**config.mk**
```make
export PLATFORM = sky130hd
export DESIGN_NAME = tcp_rx_ctrl_flat
export DESIGN_NICKNAME = d
export VERILOG_FILES = /design/src/rtl/tcp_pkg.sv /design/src/rtl/axis_intf.sv /design/src/rtl/tcp_rx_ctrl.sv /design/src/flat_wrapper.sv
export SDC_FILE = /design/constraint.sdc
export NUM_CORES = 1
export LEC_CHECK = 0
export ABC_AREA = 1
export CELL_PAD_IN_SITES_DETAIL_PLACEMENT = 1
export CELL_PAD_IN_SITES_GLOBAL_PLACEMENT = 2
export CORE_ASPECT_RATIO = 0.8
export CORE_MARGIN = 8
export CORE_UTILIZATION = 31
export DETAILED_ROUTE_END_ITERATION = 10
export GPL_ROUTABILITY_DRIVEN = 1
export PLACE_DENSITY_LB_ADDON = 0.1
export RECOVER_POWER = 25
export SKIP_CTS_REPAIR_TIMING = 1
export SYNTH_ARGS = -nofsm -noshare
export SYNTH_HDL_FRONTEND = slang
export SYNTH_SLANG_ARGS = --single-unit
```
**constraint.sdc**
```tcl
create_clock -name i_clk -period 9.62 [get_ports i_clk]
set_clock_uncertainty 0.15 [all_clocks]
set_input_delay 1.924 -clock i_clk [delete_from_list [all_inputs] [get_ports i_clk]]
set_output_delay 1.924 -clock i_clk [all_outputs]
set_load 0.05 [all_outputs]
```
**src/rtl/tcp_pkg.sv**
```systemverilog
// Shared TCP types for the RX and TX control blocks.
// Holds the TX request encoding, flag bit map and RX state encoding.
package tcp_pkg;

  typedef enum logic [2:0] {
    TX_CTRL_SEND_SYN    = 3'd0,
    TX_CTRL_SEND_SYNACK = 3'd1,
    TX_CTRL_SEND_ACK    = 3'd2,
    TX_CTRL_SEND_FIN    = 3'd3,
    TX_CTRL_SEND_RST    = 3'd4
  } tx_ctrl_t;

  localparam int FLAG_FIN = 0;
  localparam int FLAG_SYN = 1;
  localparam int FLAG_RST = 2;
  localparam int FLAG_PSH = 3;
  localparam int FLAG_ACK = 4;

  typedef enum logic [2:0] {
    RX_IDLE    = 3'd0,
    RX_CHECK   = 3'd1,
    RX_FORWARD = 3'd2,
    RX_DROP    = 3'd3,
    RX_REQ_ACK = 3'd4
  } rx_state_t;

endpackage

```
**src/rtl/axis_intf.sv**
```systemverilog
// Minimal AXI-Stream payload interface.
// The master drives data/valid/last and the slave drives ready.
interface axis_intf #(
  parameter int DATA_W = 8
);
  logic [DATA_W-1:0] tdata;
  logic              tvalid;
  logic              tready;
  logic              tlast;

  modport MASTER (output tdata, tvalid, tlast, input tready);
  modport SLAVE  (input tdata, tvalid, tlast, output tready);
endinterface

```
**src/rtl/tcp_rx_ctrl.sv**
```systemverilog
// Receive-side TCP control: tracks RCV.NXT, forwards in-order payload,
// drops unacceptable segments and requests ACKs from TX control.
module tcp_rx_ctrl
  import tcp_pkg::*;
(
  input  logic        i_clk,
  input  logic        i_rst,
  input  logic [31:0] i_seq_number,
  input  logic [31:0] i_ack_number,
  input  logic [7:0]  i_flags,
  input  logic [15:0] i_window_size,
  input  logic [15:0] i_payload_len,
  input  logic        i_hdr_valid,
  output logic        o_hdr_ack,
  axis_intf.SLAVE     s_axis,
  axis_intf.MASTER    m_axis,
  output tx_ctrl_t    o_tx_ctrl,
  output logic        o_tx_ctrl_valid,
  input  logic        i_tx_ctrl_ack,
  output logic [31:0] o_ack_number,
  output logic [31:0] o_peer_ack,
  output logic [15:0] o_peer_window,
  output logic        o_synced,
  output logic        o_syn_rcvd,
  output logic        o_fin_rcvd,
  output logic        o_rst_rcvd
);

  rx_state_t   r_state;
  rx_state_t   w_state_nxt;
  logic [31:0] r_rcv_nxt;
  logic        r_synced;
  logic [31:0] r_seq;
  logic [31:0] r_ack;
  logic [7:0]  r_flags;
  logic [15:0] r_win;
  logic [15:0] r_len;
  logic [31:0] r_peer_ack;
  logic [15:0] r_peer_win;
  logic        r_fin_pending;
  logic        r_ack_after;
  logic        w_ack_after_nxt;

  logic w_len0;
  logic w_rst;
  logic w_syn;
  logic w_in_ord;
  logic w_fwd_last;
  logic w_drop_last;
  logic w_unused;

  assign w_len0   = (r_len == 16'd0);
  assign w_rst    = r_flags[FLAG_RST];
  assign w_syn    = !w_rst && r_flags[FLAG_SYN];
  assign w_in_ord = !w_rst && !r_flags[FLAG_SYN] && r_synced &&
                    (r_seq == r_rcv_nxt);
  assign w_fwd_last  = s_axis.tvalid && m_axis.tready && s_axis.tlast;
  assign w_drop_last = s_axis.tvalid && s_axis.tlast;
  assign w_unused    = ^{r_flags[7:5], r_flags[FLAG_PSH]};

  assign o_ack_number  = r_rcv_nxt;
  assign o_peer_ack    = r_peer_ack;
  assign o_peer_window = r_peer_win;
  assign o_synced      = r_synced;

  // State register.
  always_ff @(posedge i_clk or posedge i_rst) begin
    if (i_rst) r_state <= RX_IDLE;
    else       r_state <= w_state_nxt;
  end

  // Next-state and ACK-after-drop decision.
  always_comb begin
    w_state_nxt     = r_state;
    w_ack_after_nxt = r_ack_after;
    unique case (r_state)
      RX_IDLE: begin
        if (i_hdr_valid) w_state_nxt = RX_CHECK;
      end
      RX_CHECK: begin
        w_ack_after_nxt = 1'b0;
        if (w_rst) begin
          w_state_nxt = w_len0 ? RX_IDLE : RX_DROP;
        end else if (w_syn) begin
          w_state_nxt     = w_len0 ? RX_REQ_ACK : RX_DROP;
          w_ack_after_nxt = 1'b1;
        end else if (!r_synced) begin
          w_state_nxt = w_len0 ? RX_IDLE : RX_DROP;
        end else if (!w_in_ord) begin
          if (!w_len0) begin
            w_state_nxt     = RX_DROP;
            w_ack_after_nxt = 1'b1;
          end else if (r_flags[FLAG_FIN]) begin
            w_state_nxt = RX_REQ_ACK;
          end else begin
            w_state_nxt = RX_IDLE;
          end
        end else if (!w_len0) begin
          w_state_nxt = RX_FORWARD;
        end else if (r_flags[FLAG_FIN]) begin
          w_state_nxt = RX_REQ_ACK;
        end else begin
          w_state_nxt = RX_IDLE;
        end
      end
      RX_FORWARD: begin
        if (w_fwd_last) w_state_nxt = RX_REQ_ACK;
      end
      RX_DROP: begin
        if (w_drop_last)
          w_state_nxt = r_ack_after ? RX_REQ_ACK : RX_IDLE;
      end
      RX_REQ_ACK: begin
        if (i_tx_ctrl_ack) w_state_nxt = RX_IDLE;
      end
      default: w_state_nxt = RX_IDLE;
    endcase
  end

  // Outputs: handshakes, passthrough, TX request and event pulses.
  always_comb begin
    o_hdr_ack       = 1'b0;
    s_axis.tready   = 1'b0;
    m_axis.tvalid   = 1'b0;
    m_axis.tdata    = '0;
    m_axis.tlast    = 1'b0;
    o_tx_ctrl       = TX_CTRL_SEND_SYN;
    o_tx_ctrl_valid = 1'b0;
    o_syn_rcvd      = 1'b0;
    o_fin_rcvd      = 1'b0;
    o_rst_rcvd      = 1'b0;
    unique case (r_state)
      RX_IDLE: o_hdr_ack = i_hdr_valid && !i_rst;
      RX_CHECK: begin
        o_rst_rcvd = w_rst;
        o_syn_rcvd = w_syn;
        o_fin_rcvd = w_in_ord && w_len0 && r_flags[FLAG_FIN];
      end
      RX_FORWARD: begin
        m_axis.tvalid = s_axis.tvalid;
        m_axis.tdata  = s_axis.tdata;
        m_axis.tlast  = s_axis.tlast;
        s_axis.tready = m_axis.tready;
        o_fin_rcvd    = w_fwd_last && r_fin_pending;
      end
      RX_DROP: s_axis.tready = 1'b1;
      RX_REQ_ACK: begin
        o_tx_ctrl       = TX_CTRL_SEND_ACK;
        o_tx_ctrl_valid = 1'b1;
      end
      default: ;
    endcase
  end

  // Header latch and sequence-space bookkeeping.
  always_ff @(posedge i_clk or posedge i_rst) begin
    if (i_rst) begin
      r_rcv_nxt     <= '0;
      r_synced      <= 1'b0;
      r_seq         <= '0;
      r_ack         <= '0;
      r_flags       <= '0;
      r_win         <= '0;
      r_len         <= '0;
      r_peer_ack    <= '0;
      r_peer_win    <= '0;
      r_fin_pending <= 1'b0;
      r_ack_after   <= 1'b0;
    end else begin
      r_ack_after <= w_ack_after_nxt;
      if (r_state == RX_IDLE && i_hdr_valid) begin
        r_seq         <= i_seq_number;
        r_ack         <= i_ack_number;
        r_flags       <= i_flags;
        r_win         <= i_window_size;
        r_len         <= i_payload_len;
        r_fin_pending <= i_flags[FLAG_FIN];
      end
      if (r_state == RX_CHECK) begin
        if (w_rst) begin
          r_synced <= 1'b0;
        end else if (w_syn) begin
          r_rcv_nxt  <= r_seq + 32'd1;
          r_synced   <= 1'b1;
          r_peer_ack <= r_ack;
          r_peer_win <= r_win;
        end else if (w_in_ord) begin
          if (r_flags[FLAG_ACK]) begin
            r_peer_ack <= r_ack;
            r_peer_win <= r_win;
          end
          if (w_len0 && r_flags[FLAG_FIN])
            r_rcv_nxt <= r_rcv_nxt + 32'd1;
        end
      end
      if (r_state == RX_FORWARD && w_fwd_last)
        r_rcv_nxt <= r_rcv_nxt + {16'd0, r_len} +
                     {31'd0, r_fin_pending};
    end
  end

endmodule

```
**src/flat_wrapper.sv**
```systemverilog
// flat-port wrapper written by rule: the top's interface ports become plain ports
module tcp_rx_ctrl_flat import tcp_pkg::*;
  (i_clk, i_rst, i_seq_number, i_ack_number, i_flags, i_window_size, i_payload_len, i_hdr_valid, o_hdr_ack, o_tx_ctrl, o_tx_ctrl_valid, i_tx_ctrl_ack, o_ack_number, o_peer_ack, o_peer_window, o_synced, o_syn_rcvd, o_fin_rcvd, o_rst_rcvd, s_axis_tdata, s_axis_tvalid, s_axis_tlast, s_axis_tready, m_axis_tdata, m_axis_tvalid, m_axis_tlast, m_axis_tready);
  axis_intf #(.DATA_W(8)) s_axis_i ();
  axis_intf #(.DATA_W(8)) m_axis_i ();
  input  logic i_clk;
  input  logic i_rst;
  input  logic [31:0] i_seq_number;
  input  logic [31:0] i_ack_number;
  input  logic [7:0] i_flags;
  input  logic [15:0] i_window_size;
  input  logic [15:0] i_payload_len;
  input  logic i_hdr_valid;
  output logic o_hdr_ack;
  output tx_ctrl_t o_tx_ctrl;
  output logic o_tx_ctrl_valid;
  input  logic i_tx_ctrl_ack;
  output logic [31:0] o_ack_number;
  output logic [31:0] o_peer_ack;
  output logic [15:0] o_peer_window;
  output logic o_synced;
  output logic o_syn_rcvd;
  output logic o_fin_rcvd;
  output logic o_rst_rcvd;
  input wire logic [$bits(s_axis_i.tdata)-1:0] s_axis_tdata;
  input wire logic [$bits(s_axis_i.tvalid)-1:0] s_axis_tvalid;
  input wire logic [$bits(s_axis_i.tlast)-1:0] s_axis_tlast;
  output wire logic [$bits(s_axis_i.tready)-1:0] s_axis_tready;
  output wire logic [$bits(m_axis_i.tdata)-1:0] m_axis_tdata;
  output wire logic [$bits(m_axis_i.tvalid)-1:0] m_axis_tvalid;
  output wire logic [$bits(m_axis_i.tlast)-1:0] m_axis_tlast;
  input wire logic [$bits(m_axis_i.tready)-1:0] m_axis_tready;
  assign s_axis_i.tdata = s_axis_tdata;
  assign s_axis_i.tvalid = s_axis_tvalid;
  assign s_axis_i.tlast = s_axis_tlast;
  assign s_axis_tready = s_axis_i.tready;
  assign m_axis_tdata = m_axis_i.tdata;
  assign m_axis_tvalid = m_axis_i.tvalid;
  assign m_axis_tlast = m_axis_i.tlast;
  assign m_axis_i.tready = m_axis_tready;
  tcp_rx_ctrl u_core (.i_clk(i_clk), .i_rst(i_rst), .i_seq_number(i_seq_number), .i_ack_number(i_ack_number), .i_flags(i_flags), .i_window_size(i_window_size), .i_payload_len(i_payload_len), .i_hdr_valid(i_hdr_valid), .o_hdr_ack(o_hdr_ack), .s_axis(s_axis_i), .m_axis(m_axis_i), .o_tx_ctrl(o_tx_ctrl), .o_tx_ctrl_valid(o_tx_ctrl_valid), .i_tx_ctrl_ack(i_tx_ctrl_ack), .o_ack_number(o_ack_number), .o_peer_ack(o_peer_ack), .o_peer_window(o_peer_window), .o_synced(o_synced), .o_syn_rcvd(o_syn_rcvd), .o_fin_rcvd(o_fin_rcvd), .o_rst_rcvd(o_rst_rcvd));
endmodule
```
; Word level (Yosys, flattened, before mapping)
; Index checks and enable logic that the tools add are counted.
[word_totals]
register_bits = 187
input_bits = 119
elab_cells = 100
[classes]
add_sub_neg = 4
eq_ne = 10
muxes = 44
bitwise = 1
reduce_logical = 29
[op_table]
columns = op, count
row1 = 32-bit two-way mux, 9
row2 = "32-bit by 1-bit adder with 32-bit output, second input constant", 2
row3 = 16-bit two-way mux, 3
row4 = 3-bit two-way mux, 13
row5 = 32-bit by 1-bit adder with 32-bit output, 1
row6 = 32-bit by 16-bit adder with 32-bit output, 1
row7 = 32-bit == test, 1
row8 = 16-bit zero test, 1
row9 = 3-bit case mux with 5 select lines, 1
row10 = 1-bit logical AND, 14
row11 = 1-bit two-way mux, 13
row12 = 4-bit AND reduction, 3
row13 = 8-bit two-way mux, 1
row14 = 2-bit nonzero test, 4
row15 = "3-bit by 2-bit == test with 1-bit output, second input constant", 2
row16 = "2-bit inequality test, second input constant", 3
row17 = 3-bit nonzero test, 2
row18 = 2-bit two-way mux, 2
row19 = "2-bit by 1-bit inequality test with 1-bit output, second input constant", 2
row20 = 1-bit case mux with 2 select lines, 2
row21 = "3-bit by 1-bit == test with 1-bit output, second input constant", 1
row22 = "3-bit == test, second input constant", 1
row23 = 1-bit zero test, 3
row24 = 3-bit zero test, 1
row25 = 2 further kinds, 2

; Longest topological paths before layout
[logic_depth]
ltp_word = 9
ltp_mapped = 17
mapped_depth_nobuf = 16

; Worst setup path before layout
; Ideal clock, no wire load.
[synth_path]
kind = input to output
from = input port s_axis_tlast
to = output port o_fin_rcvd
arrival_time_ns = 3.331
slack_ns = 4.215
stages = 6
path_buffers = 2
cell_sequence = nand2_1 -> nor2_1 -> nand3_1 -> clkbuf_1 -> buf_2 -> o22ai_1
[synth_via]
elab_chain_cells = 3
[synth_rtl]
columns = element, line
row1 = from (decl), flat_wrapper.sv:27  ; input wire logic [$bits(s_axis_i.tlast)-1:0] s_axis_tlast;
row2 = 1-bit logical AND, tcp_rx_ctrl.sv:57  ; assign w_fwd_last = s_axis.tvalid && m_axis.tready && s_axis.tlast;
row3 = 1-bit logical AND, tcp_rx_ctrl.sv:144  ; o_fin_rcvd = w_fwd_last && r_fin_pending;
row4 = 1-bit case mux with 2 select lines, tcp_rx_ctrl.sv:132  ; unique case (r_state)
row5 = to (decl), flat_wrapper.sv:23  ; output logic o_fin_rcvd;
; Every way passes these cells.

; Final worst setup path
[layout_path]
from = register u_core.r_flags[2]
to = output port o_syn_rcvd
[layout_via]
elab_chain_cells = 3
[layout_rtl]
columns = element, line
row1 = from (decl), tcp_rx_ctrl.sv:35  ; logic [7:0] r_flags;
row2 = from (signal assigned), tcp_rx_ctrl.sv:174  ; r_flags <= i_flags;
row3 = 1-bit zero test, tcp_rx_ctrl.sv:54  ; assign w_syn = !w_rst && r_flags[FLAG_SYN];
row4 = 1-bit logical AND, tcp_rx_ctrl.sv:54
row5 = 1-bit two-way mux, tcp_rx_ctrl.sv:132
row6 = to (decl), flat_wrapper.sv:22  ; output logic o_syn_rcvd;
; Every way passes these cells.

==> results.md <==
* Area fraction of the dominant cell type after synthesis at 0.396
* Placer Congestion at 0.873
* Final worst-path setup slack at around 2300 ps
* Slew @ Worst Pin at about 5700 ps
* DP Worst Slack at 3480 ps
* DRT Pass-1 Iters at 5
* H-tree depth at 4
* Seq/Total Area, Yosys at 0.396
* Yosys reg bits at ~190
* Most used DFF post-synth: dfrtp_1
* Final setup viols at 0
* Drt drc at 0
* Die area at ~0.044 mm2
* CTS clk-pin slew, worst paths at roughly 70 ps
* Hold slack at ~330 ps
* Critical path peak fanout at 54
* Share of cells above drive strength 1 at 0.0539
* Later-pin clock latency in the skew report at 470 ps
* Core area at approximately 0.037 mm2
* Starting Density at 0.315
* Pin count of the biggest net entering global routing at 129
* Gr usage total at 0.201
* Total CTS buffers at 17
* Detailed Route WL at around 44,000 um
* Die W at between 200 and 250 um
* Post-layout util at 0.396
* IO buf count at about 210
* Fin Setup TNS at 0 ps
* Top cells by area, synth: dfrtp_1 40%, nand2_1 19%, nor2_1 7.8%
* VDD IR max at around 0.00017 V
* Fmax at around 140 MHz
* Final Max Tran Viols at approximately 360
* # IOs at roughly 220
* Via count at between 10,000 and 15,000
* Post-synth ARST share at 1.00
* Failing checks: capacitance limit, slew limit
* Distinct cells, synth at 43
* Yosys top cell by area: dfrtp_1
* Number of flops mapped to enable cells by yosys at 0
* Status: complete, but fails checks
* Power per cell area at approximately 340 mW/mm2
* Post-Syn Area at between 0.01 and 0.015 mm2
* Cells after Synth at 1,742
* Syn_area_per_cell at about 6.7 um2
* WL/cell at 18.2 um
* Clk buf depth at 2
* Die height at about 190 um
* # rows at 63
* Vias per inst at roughly 4.8
* Commonest cells in the netlist: 602 x nand2_1, 243 x nor2_1, 208 x inv_1
* Root buffer cell: clkbuf_16
* Clock Sinks at 185
* Total Power at 0.00502 W
* Layout overhead on the synthesized area at 25.5%
* CP arrival at between 5000 and 6000 ps
* Post-DP HPWL at roughly 34,000 um
* First-pass GRT wire length at slightly below 70,000 um
* HP Class: reg2reg
* Initial antenna violation count at 15
* DRT antenna net count at 0
* Starting DRT DRC Count at roughly 630
* WS Path Type: reg2out
* CP Data Required Time at around 7600 ps
* Synthesis warning total at 0
* Critical Path Sink Type: primary output
* Max Cap Viol at 5
* Nets@finish at around 2,000
* Grt total ovfl at 0
* Most common cell in the netlist: nand2_1
* RSZ-0062 raised after global routing: false
* Number of global-route vias before repair at between 10,000 and 15,000
* Ratio of final minimum period to clock period at 0.764
* Crit path launch type: flip-flop
* CTS tree: yes
* Final Hold Vio Count at 0
* Pleak at between 7 and 8 nW
* Normalized max-slew margin at -2.81
* Tmin final at about 7300 ps
routing by layer:
layer	vias up	wire length [um]	track usage
li1	5749	-	-
met1	5552	21600	0.283
met3	66	2890	0.0621
met5	-	184	0
met4	28	826	0.0548
met2	200	18500	0.296
final cells by class:
class / instances / area, um2
fill: 4700 / 22400
multi-input combinational: 1280 / 5880
sequential: 185 / 4630
timing repair buffer: 221 / 2190
inverter: 213 / 802
tap: 487 / 609
clock buffer: 19 / 443
clock inverter: 13 / 128
antenna: 3 / 7.51
report_power, final:
part           switching, W  internal (W)
logic               0.00192      0.000913
clock network      0.000367      0.000351
registers          0.000340       0.00113
cells in the final DEF, fill, tap and decap left out, types with 2 or more instances in the layout:
cell,count
nand2_1,603
nor2_1,243
clkdlybuf4s50_1,210
inv_1,207
dfrtp_1,185
nand3_1,109
a21oi_1,89
o21ai_0,55
o21ai_1,29
mux2_2,23
nand4_1,19
clkbuf_16,17
ha_1,16
xor2_1,15
nand2_2,14
xnor2_1,12
nor2_2,11
nor3_1,10
buf_4,8
inv_8,5
inv_2,4
or2_2,4
and2_1,4
diode_2,3
o21bai_1,3
inv_6,3
clkinvlp_2,2
o22ai_1,2
nor2_4,2
fa_1,2
conb_1,2
clkinvlp_4,2
dlygate4sd3_1,2
final timing paths:
kind / from / to / slack, ps / cells after the start
worst min-delay path: u_core.o_peer_ack[30] / u_core.o_peer_ack[30] / 330 / 2
worst min register to register: u_core.o_peer_ack[30] / u_core.o_peer_ack[30] / 330 / 2
worst max-delay path: u_core.r_flags[2] / o_syn_rcvd / 2270 / 4
max in group asynchronous: i_rst / u_core.r_seq[31] / 3190 / 2
worst max register to register: u_core.r_flags[2] / u_core.o_peer_window[10] / 3440 / 6
min in group asynchronous: i_rst / u_core.r_seq[1] / 3520 / 2
stage by stage:
stage          area (um2)  instances
6_report            14700       2421
4_1_cts             14700       2418
2_1_floorplan       11700       1743
3_3_place_gp        14100       2386
3_5_place_dp        14100       2386
5_1_grt             14700       2418
logic make-up (layout without fill, tap and decap cells):
kind of cell	Yosys count	count (layout)	synth area share
buffers and inverters	278	466	0.102
AND/OR/NAND/NOR	1025	1025	0.358
XOR/XNOR	27	27	0.0202
multiplexers	24	24	0.0230
AO/OA/AOI/OAI	184	184	0.0811
adder cells (fa/ha/maj)	18	18	0.0205
flip-flops	185	185	0.396
other	1	5	0.000320
flip-flops by register name, summed over array words and instances (netlist names):
name and count:
u_core.o_synced 1, u_core.o_ack_number 32, u_core.r_ack_after 1, u_core.o_peer_ack 32, u_core.o_peer_window 16, u_core.r_len 16
u_core.r_state 3, u_core.r_win 16, u_core.r_flags 4, u_core.r_seq 32, u_core.r_ack 32
critical path: stages, from the launching register on:
cell	delay [ps]
dfrtp_1	380
clkinvlp_2	1270
nand2_1	2140
nor2_1	200
clkdlybuf4s50_1	800
Note: power is estimated with default switching activity, not from simulation.
==> patch: new RTL, same settings <==
Make the reset (`i_rst`) synchronous in 2 clocked blocks.
--- a/src/rtl/tcp_rx_ctrl.sv
+++ b/src/rtl/tcp_rx_ctrl.sv
@@ -66,3 +66,3 @@
   // State register.
-  always_ff @(posedge i_clk or posedge i_rst) begin
+  always_ff @(posedge i_clk) begin
     if (i_rst) r_state <= RX_IDLE;
@@ -155,3 +155,3 @@
   // Header latch and sequence-space bookkeeping.
-  always_ff @(posedge i_clk or posedge i_rst) begin
+  always_ff @(posedge i_clk) begin
     if (i_rst) begin
Check against the original RTL: differs if i_rst is asserted again (counterexample within 4 cycles, from zero or initial values and one cycle with i_rst high); with i_rst held inactive, the same outputs for 4 cycles.
==> patch against the unedited design <==
The flow still finishes with violations (capacitance limit, slew limit); setup slack gained 750 ps; design area down 5.2%; wire length rose by 1.8%; sequential cell count stayed put; fmax increased by 11%; area after synthesis fell by 5.9%; critical endpoint is now u_core.r_seq[0]; largest cell class unchanged.
Power is not compared: it rests on default switching activity, and its combinational part moved more than twofold at a synthesized area within 25%.
==> patch: results (changes against the unedited design) <==
cts_buffers: 17  # unchanged
vias_per_cell: 4.86  # +1.5%
ff2ff_path_depth: 15  # +9
clkTransAtPathRegs_ps: 80
n_antenna_cell: 0  # -3
hp-class: "reg -> reg"
ys_warn_count: 0  # unchanged
grt_max_degree: 81  # -37%
r2r_start: "u_core.o_ack_number[23]"
grt_pass1_wl_um: 69000  # -0.27%
portBuffers: 212  # unchanged
track_usage_pct: 21.1  # +0.98 points
holdPathEnd: "u_core.r_win[1]"
grt_pass1_vias: 11766  # -1.8%
antenna_found_initial: 1  # -14
tightest_slew_ps: 3430  # -2280 ps
worstPathMaxFanout: 80  # +48%
ys_seq_area_share_pct: 33.6  # -5.9 points
cts-htree-levels: 4  # unchanged
status: "finished with violations"
drive_gt1_share_pct: 4.73  # -0.66 points
placement.cell_area_um2: 13300  # -5.7%
syn_inst: 1782  # +2.3%
hold_start: "u_core.r_win[1]"
nets: 2071  # +0.78%
synth_ff_type: "dfxtp_1"
drt_iter0_drc: 628  # +0.48%
synth_async_sr_flop_share_pct: 0  # -100 points
synth.area.top_cells: "dfxtp_1 (34%), nand2_1 (18%), a21oi_1 (8.2%), inv_1 (7.1%), nand3_1 (7.0%)"
cap_violations: 3  # -2
ir_worst_vdd_mv: 0.0952
ys_types: 41  # -4.7%
finalWirelength_um: 44800  # +1.8%
clkLatencyLatePin_ps: 460
r2r_slack_ps: 5830  # +2390 ps
area_growth_pct: 26.3
slew_viol_final: 189  # -48%
place_inst: 2387  # +0.042%
dp_hpwl_um: 33100  # -3.6%
rr_endpoint: "u_core.o_ack_number[9]"
drtAntennaViolNets: 0  # unchanged
crit_start: "i_rst"
whs_path_depth: 2  # unchanged
violations: "capacitance limit, slew limit"
routabilityCongestion: 0.878  # +0.58%
synthTopCellsByCount: "nand2_1 (519), inv_1 (209), dfxtp_1 (185)"
p_leak_nw: 5.89
cts-root-buf: "clkbuf_16"
crit_type: "in -> reg"
routedWlPerCell_um: 18.5  # +1.9%
cp_data_arrival_time_ps: 6810  # +1540 ps
fill_cells: 4571  # -2.7%
firstDrtPassIters: 5  # unchanged
clockBufferDepth: 2  # unchanged
-- patch: how the worst max path moves through the flow --
| stage | slack, ps | endpoint |
|---|---|---|
| final | 3020 | u_core.r_seq[0] |
| after floorplan | 4250 | o_fin_rcvd |
| after detailed placement | 3280 | o_fin_rcvd |
| after CTS | 3270 | o_fin_rcvd |
| after global routing | 2530 | u_core.r_seq[11] |
| after global placement | 3320 | o_fin_rcvd |
-- patch: layout make-up --
cell class                      instances  share of cell area (%)
Clock buffer                           18                    3.08
Clock inverter                         14                    1.17
Inverter                              223                    6.06
Multi-Input combinational cell       1286                    43.2
Sequential cell                       185                    26.6
Tap cell                              472                    4.24
Timing Repair Buffer                  221                    15.6
-- patch: power by group --
group	switching, W	leakage [nW]	internal, W
sequential	0.000125	1.51	0.000914
combinational	0.000685	4.09	0.000310
clock	0.000378	0.285	0.000349
total	0.00119	5.89	0.00157
-- patch: cell families after synthesis --
kind of cell | synth area share, %
DFF | 33.6
AOI/OAI and AO/OA | 14.7
muxes | 0.0909
other | 0.0340
xor gates and xnor gates | 1.75
and+or+nand+nor | 35.6
adders and majority gates | 2.18
buffers and inverters | 12.0
-- patch: through the flow --
step | setup WS (ps) | hold slack, ps
4_1_cts | 3270 | 299
5_1_grt | 2530 | 317
3_3_place_gp | 3320 | 283
3_5_place_dp | 3280 | 287
2_1_floorplan | 4250 | 274
6_report | 3020 | 299
-- patch: critical path, stage by stage --
cell and delay (ps):
clkbuf_1 210, clkinvlp_2 1100, clkbuf_1 2480, o21ai_0 720
a21oi_1 320
-- patch: layer usage --
layer / GRT usage (%) / wire length, um / up-vias
li1: - / - / 5944
met1: 28.8 / 21700 / 5579
met2: 33.9 / 20400 / 195
met3: 4.03 / 1900 / 36
met4: 5.16 / 770 / 2
met5: 0 / 8 / -
